==> config.mk <==
export PLATFORM = sky130hd
export DESIGN_NAME = mem_dma_engine
export DESIGN_NICKNAME = d
export VERILOG_FILES = /design/src/rtl/mem_dma_engine_pkg.sv /design/src/rtl/mem_dma_engine.sv
export SDC_FILE = /design/constraint.sdc
export NUM_CORES = 1
export LEC_CHECK = 0
export BUFFER_PORTS_ARGS = -buffer_cell sky130_fd_sc_hd__clkbuf_2
export CORE_ASPECT_RATIO = 1.4
export CORE_UTILIZATION = 41
export DETAILED_ROUTE_END_ITERATION = 16
export PLACE_DENSITY = 0.66
export SYNTH_ARGS = -nofsm -noshare
export SYNTH_HDL_FRONTEND = slang
export SYNTH_SLANG_ARGS = --single-unit
==> constraint.sdc <==
create_clock -name clk -period 4.5 [get_ports clk]
set_clock_uncertainty 0.1 [all_clocks]
set_input_delay 0.225 -clock clk [delete_from_list [all_inputs] [get_ports clk]]
set_output_delay 0.225 -clock clk [all_outputs]
set_load 0.02 [all_outputs]
==> src/rtl/mem_dma_engine_pkg.sv <==
// Shared types for the block-transfer DMA initiator: FSM state encoding and
// transfer-mode constants.
package mem_dma_engine_pkg;

  typedef enum logic [1:0] {
    ST_IDLE = 2'd0,
    ST_RD   = 2'd1,
    ST_WR   = 2'd2,
    ST_DONE = 2'd3
  } dma_state_e;

  localparam logic DMA_MODE_COPY = 1'b0;
  localparam logic DMA_MODE_FILL = 1'b1;

endpackage

==> src/rtl/mem_dma_engine.sv <==
// Block copy/fill initiator on the data memory port; advances one read or
// write per granted cycle, ascending through the address range.
module mem_dma_engine
  import mem_dma_engine_pkg::*;
#(
  parameter int ADDR_WIDTH = 16,
  parameter int DATA_W     = 16
) (
  input  logic                  clk,
  input  logic                  rst,
  input  logic                  start,
  input  logic                  mode,
  input  logic [ADDR_WIDTH-1:0] src_addr,
  input  logic [ADDR_WIDTH-1:0] dst_addr,
  input  logic [DATA_W-1:0]     fill_data,
  input  logic [ADDR_WIDTH-1:0] length,
  output logic                  busy,
  output logic                  done,
  output logic [ADDR_WIDTH-1:0] words_done,
  output logic                  mem_req,
  input  logic                  mem_gnt,
  output logic [ADDR_WIDTH-1:0] mem_access_addr,
  output logic [DATA_W-1:0]     mem_write_data,
  output logic                  mem_write_en,
  input  logic [DATA_W-1:0]     mem_read_data
);

  dma_state_e            state_q, state_d;
  logic                  mode_q;
  logic [ADDR_WIDTH-1:0] src_q, dst_q, rem_q, words_done_q;
  logic [DATA_W-1:0]     buf_q;

  logic accept, rd_fire, wr_fire, last_word;

  assign accept    = (state_q == ST_IDLE) && start;
  assign rd_fire   = (state_q == ST_RD) && mem_gnt;
  assign wr_fire   = (state_q == ST_WR) && mem_gnt;
  assign last_word = (rem_q == ADDR_WIDTH'(1));

  always_comb begin
    state_d = state_q;
    unique case (state_q)
      ST_IDLE: begin
        if (start) begin
          if (length == '0)                state_d = ST_DONE;
          else if (mode == DMA_MODE_FILL)  state_d = ST_WR;
          else                             state_d = ST_RD;
        end
      end
      ST_RD:   if (mem_gnt) state_d = ST_WR;
      ST_WR: begin
        if (mem_gnt) begin
          if (last_word)                    state_d = ST_DONE;
          else if (mode_q == DMA_MODE_COPY) state_d = ST_RD;
        end
      end
      ST_DONE: state_d = ST_IDLE;
      default: state_d = ST_IDLE;
    endcase
  end

  // Control state: FSM and the word counter, both cleared by reset
  always_ff @(posedge clk) begin
    if (rst) begin
      state_q      <= ST_IDLE;
      words_done_q <= '0;
    end else begin
      state_q <= state_d;
      if (accept)       words_done_q <= '0;
      else if (wr_fire) words_done_q <= words_done_q + ADDR_WIDTH'(1);
    end
  end

  // Datapath: pointers, remaining count and the single-word buffer
  always_ff @(posedge clk) begin
    if (accept) begin
      mode_q <= mode;
      src_q  <= src_addr;
      dst_q  <= dst_addr;
      rem_q  <= length;
      if (mode == DMA_MODE_FILL) buf_q <= fill_data;
    end else begin
      if (rd_fire) buf_q <= mem_read_data;
      if (wr_fire) begin
        src_q <= src_q + ADDR_WIDTH'(1);
        dst_q <= dst_q + ADDR_WIDTH'(1);
        rem_q <= rem_q - ADDR_WIDTH'(1);
      end
    end
  end

  always_comb begin
    busy            = (state_q != ST_IDLE);
    done            = (state_q == ST_DONE);
    words_done      = words_done_q;
    mem_req         = 1'b0;
    mem_access_addr = '0;
    mem_write_data  = '0;
    mem_write_en    = 1'b0;
    if (state_q == ST_RD) begin
      mem_req         = 1'b1;
      mem_access_addr = src_q;
    end else if (state_q == ST_WR) begin
      mem_req         = 1'b1;
      mem_access_addr = dst_q;
      mem_write_data  = buf_q;
      mem_write_en    = mem_gnt;
    end
  end

endmodule
==> impl_metrics.tcl <==
set metrics [dict create \
    max_freq_ghz 0.329 \
    hold_viol 0 \
    crit_path_end_kind "primary output" \
    finalSetupTns_ps 0 \
    cts.reportedPaths.clkPinSlew_ps 60 \
    ios 137 \
    core_um2 11300 \
    clkSinkCount 83 \
    synthArstFlopShare_pct 0 \
    yosys.area_share.simple_pct 26.1 \
    start_kind "register" \
    tightest_slew_ps 1170 \
    power_density_nw_per_um2 576 \
    synth_nets 606 \
    dpl_cell_area_um2 5540 \
    routabilityCongestion 0.813 \
    viasPerCell 5.39 \
    synth_top_family_by_area "simple AND/OR/NAND/NOR gates" \
    cts_buffer_depth 2 \
    cts-root-buf "clkbuf_16" \
    syn_to_final_growth_pct 22.2 \
    synth_top_area_cell "edfxtp_1" \
    synth-adder-area-share_pct 2.64 \
    dpl.hpwl_um 9140 \
    fin_crit_sh_pct 67.5 \
    worst-path-max-fanout 33 \
    ys_warn_count 0 \
    synth-edff-count 65 \
    ys.flop_type "edfxtp_1" \
    post-place-ws_ps 1800 \
    drt-wirelength-per-cell_um 15.9 \
    post_cts_resized 0 \
    synth_top_area_share_pct 41.1 \
    ys_seq_area_share_pct 48.7 \
    antenna_found_initial 0 \
    yosys.area_share.xor_xnor_pct 8.12 \
    rsz0062_at_grt "false" \
    drt_first_pass_iters 4 \
    hp-class "input pin to register" \
    yosysMostFrequentCell "nand2_1" \
    synth_area_leaders "edfxtp_1, nand2_1, dfxtp_1, xor2_1, o21ai_0" \
    cts_buffers 9 \
    drive_gt1_share_pct 25.6 \
    design_power_total_mw 3.34 \
    status "finished, final reports clean" \
    die_w_um 92.9 \
    fp.dieH_um 129 \
    num_vias 4226 \
    wl_um 12400 \
    postSynthAreaPerCell_um2 9.28 \
    grt_pass1_wl_um 19700 \
    cts_tree "yes" \
    num_antenna_cells 0 \
    fin_cells 784 \
    max-cap-violations 0 \
    muxShareOfSynthArea_pct 0.211 \
    synthCells 511 \
    fillerInstances 1113 \
    ir_drop_uv 306 \
    synthDistinctLibCells 45 \
    setup_ws_ps 1460 \
    yosys_register_bits 83 \
    drtIter0Drc 168 \
    fp.dieArea_um2 12000 \
    final_antenna_net_count 0 \
    setup_violations 0 \
    final_max_slew_viol_count 0 \
    final_nets 731 \
    synth-compound-area-share_pct 11.3 \
    required_ps 4180 \
    cp_data_arrival_time_ps 2710 \
    grt_usage_pct 21.1 \
    dp_cells 768 \
    crit_type "register to primary output" \
    portBuffers 136 \
    clock_latency_ps 330 \
    syn_area_um2 4740 \
    grt_max_degree 68 \
    p_leak_nw 2.36 \
    slew_headroom_pct 22.0 \
    synth_common_cells "nand2_1, edfxtp_1, o21ai_0, nor2_1, xor2_1" \
    drc 0 \
    overflow 0 \
    initial_core_util_pct 42.1 \
    row_count 46 \
    grt_pass1_vias 4151 \
    h-tree-depth 3 \
    period_needed_ps 3040 \
    final_area_um2 5800 \
]
## final cells by class
| class | instances | area [µm²] | share of cell area, % |
|---|---|---|---|
| Sequential cell | 83 | 2310 | 39.9 |
| Multi-Input combinational cell | 391 | 2300 | 39.7 |
| Timing Repair Buffer | 140 | 713 | 12.3 |
| Clock buffer | 11 | 233 | 4.01 |
| Tap cell | 144 | 180 | 3.11 |
| Inverter | 11 | 41.3 | 0.712 |
| Clock inverter | 4 | 18.8 | 0.324 |
## sequential cells by signal, summed over array words and instances (netlist names)
signal,cells
mode_q,1
rem_q,16
state_q,2
buf_q,16
dst_q,16
words_done,16
src_q,16
## metrics by stage
stage	utilization, %	hold WS (ps)
after floorplan	-	224
after global placement	49.1	340
after detailed placement	49.1	349
after CTS	51.4	44.4
after global routing	51.4	46.6
final	51.4	52.6
## cells in the final DEF, fill, tap and decap left out, types with 8 or more instances in the layout
master,instances
and2_1,18
a21oi_1,9
nand3_1,19
ha_1,10
edfxtp_1,65
a31oi_1,8
nand4_1,16
a22o_1,16
nor4_1,11
dfxtp_1,18
o21ai_0,39
xnor2_1,19
nand2_1,115
clkbuf_2,136
nor2_1,35
clkbuf_16,9
xor2_1,25
inv_1,10
## per-layer routing
| layer | vias to the layer above | wire length, µm | track usage, % |
|---|---|---|---|
| met5 | - | 0 | 0 |
| met4 | 0 | 278 | 8.60 |
| met3 | 20 | 609 | 4.23 |
| met2 | 121 | 6620 | 38.1 |
| met1 | 1997 | 4930 | 24.1 |
| li1 | 2088 | - | - |
## logic make-up (layout without fill, tap and decap cells)
group | Yosys count | in the layout
flops | 83 | 83
xor+xnor | 44 | 44
buf+inv | 37 | 166
fa+ha+maj | 10 | 10
compound gates | 85 | 85
mux | 1 | 1
simple gates | 251 | 251
## where the power goes
part           internal [mW]  total (mW)  switching (mW)
Clock                  0.366       0.649           0.283
Combinational          0.446        1.20           0.754
Sequential              1.20        1.49           0.295
Total                   2.01        3.34            1.33
## final timing paths
path | from | to | slack, ps | cells after the start
min | fill_data[14] | buf_q[14] | 50 | 3
max | state_q[1] | mem_write_data[11] | 1460 | 5
max reg2reg | state_q[0] | src_q[3] | 1810 | 8
min reg2reg | words_done[1] | words_done[1] | 400 | 2
## repair_timing
action                    in CTS  in global routing
hold buffers                   1                  0
hold endpoints to repair       1                  0
setup buffers                  0                  0
## critical path: stages (launching register included)
cell and delay (ps):
dfxtp_1 380, inv_1 100, ha_1 440, nor2b_2 990, and2_1 290, clkbuf_2 180
Note: power is estimated with default switching activity, not from simulation.
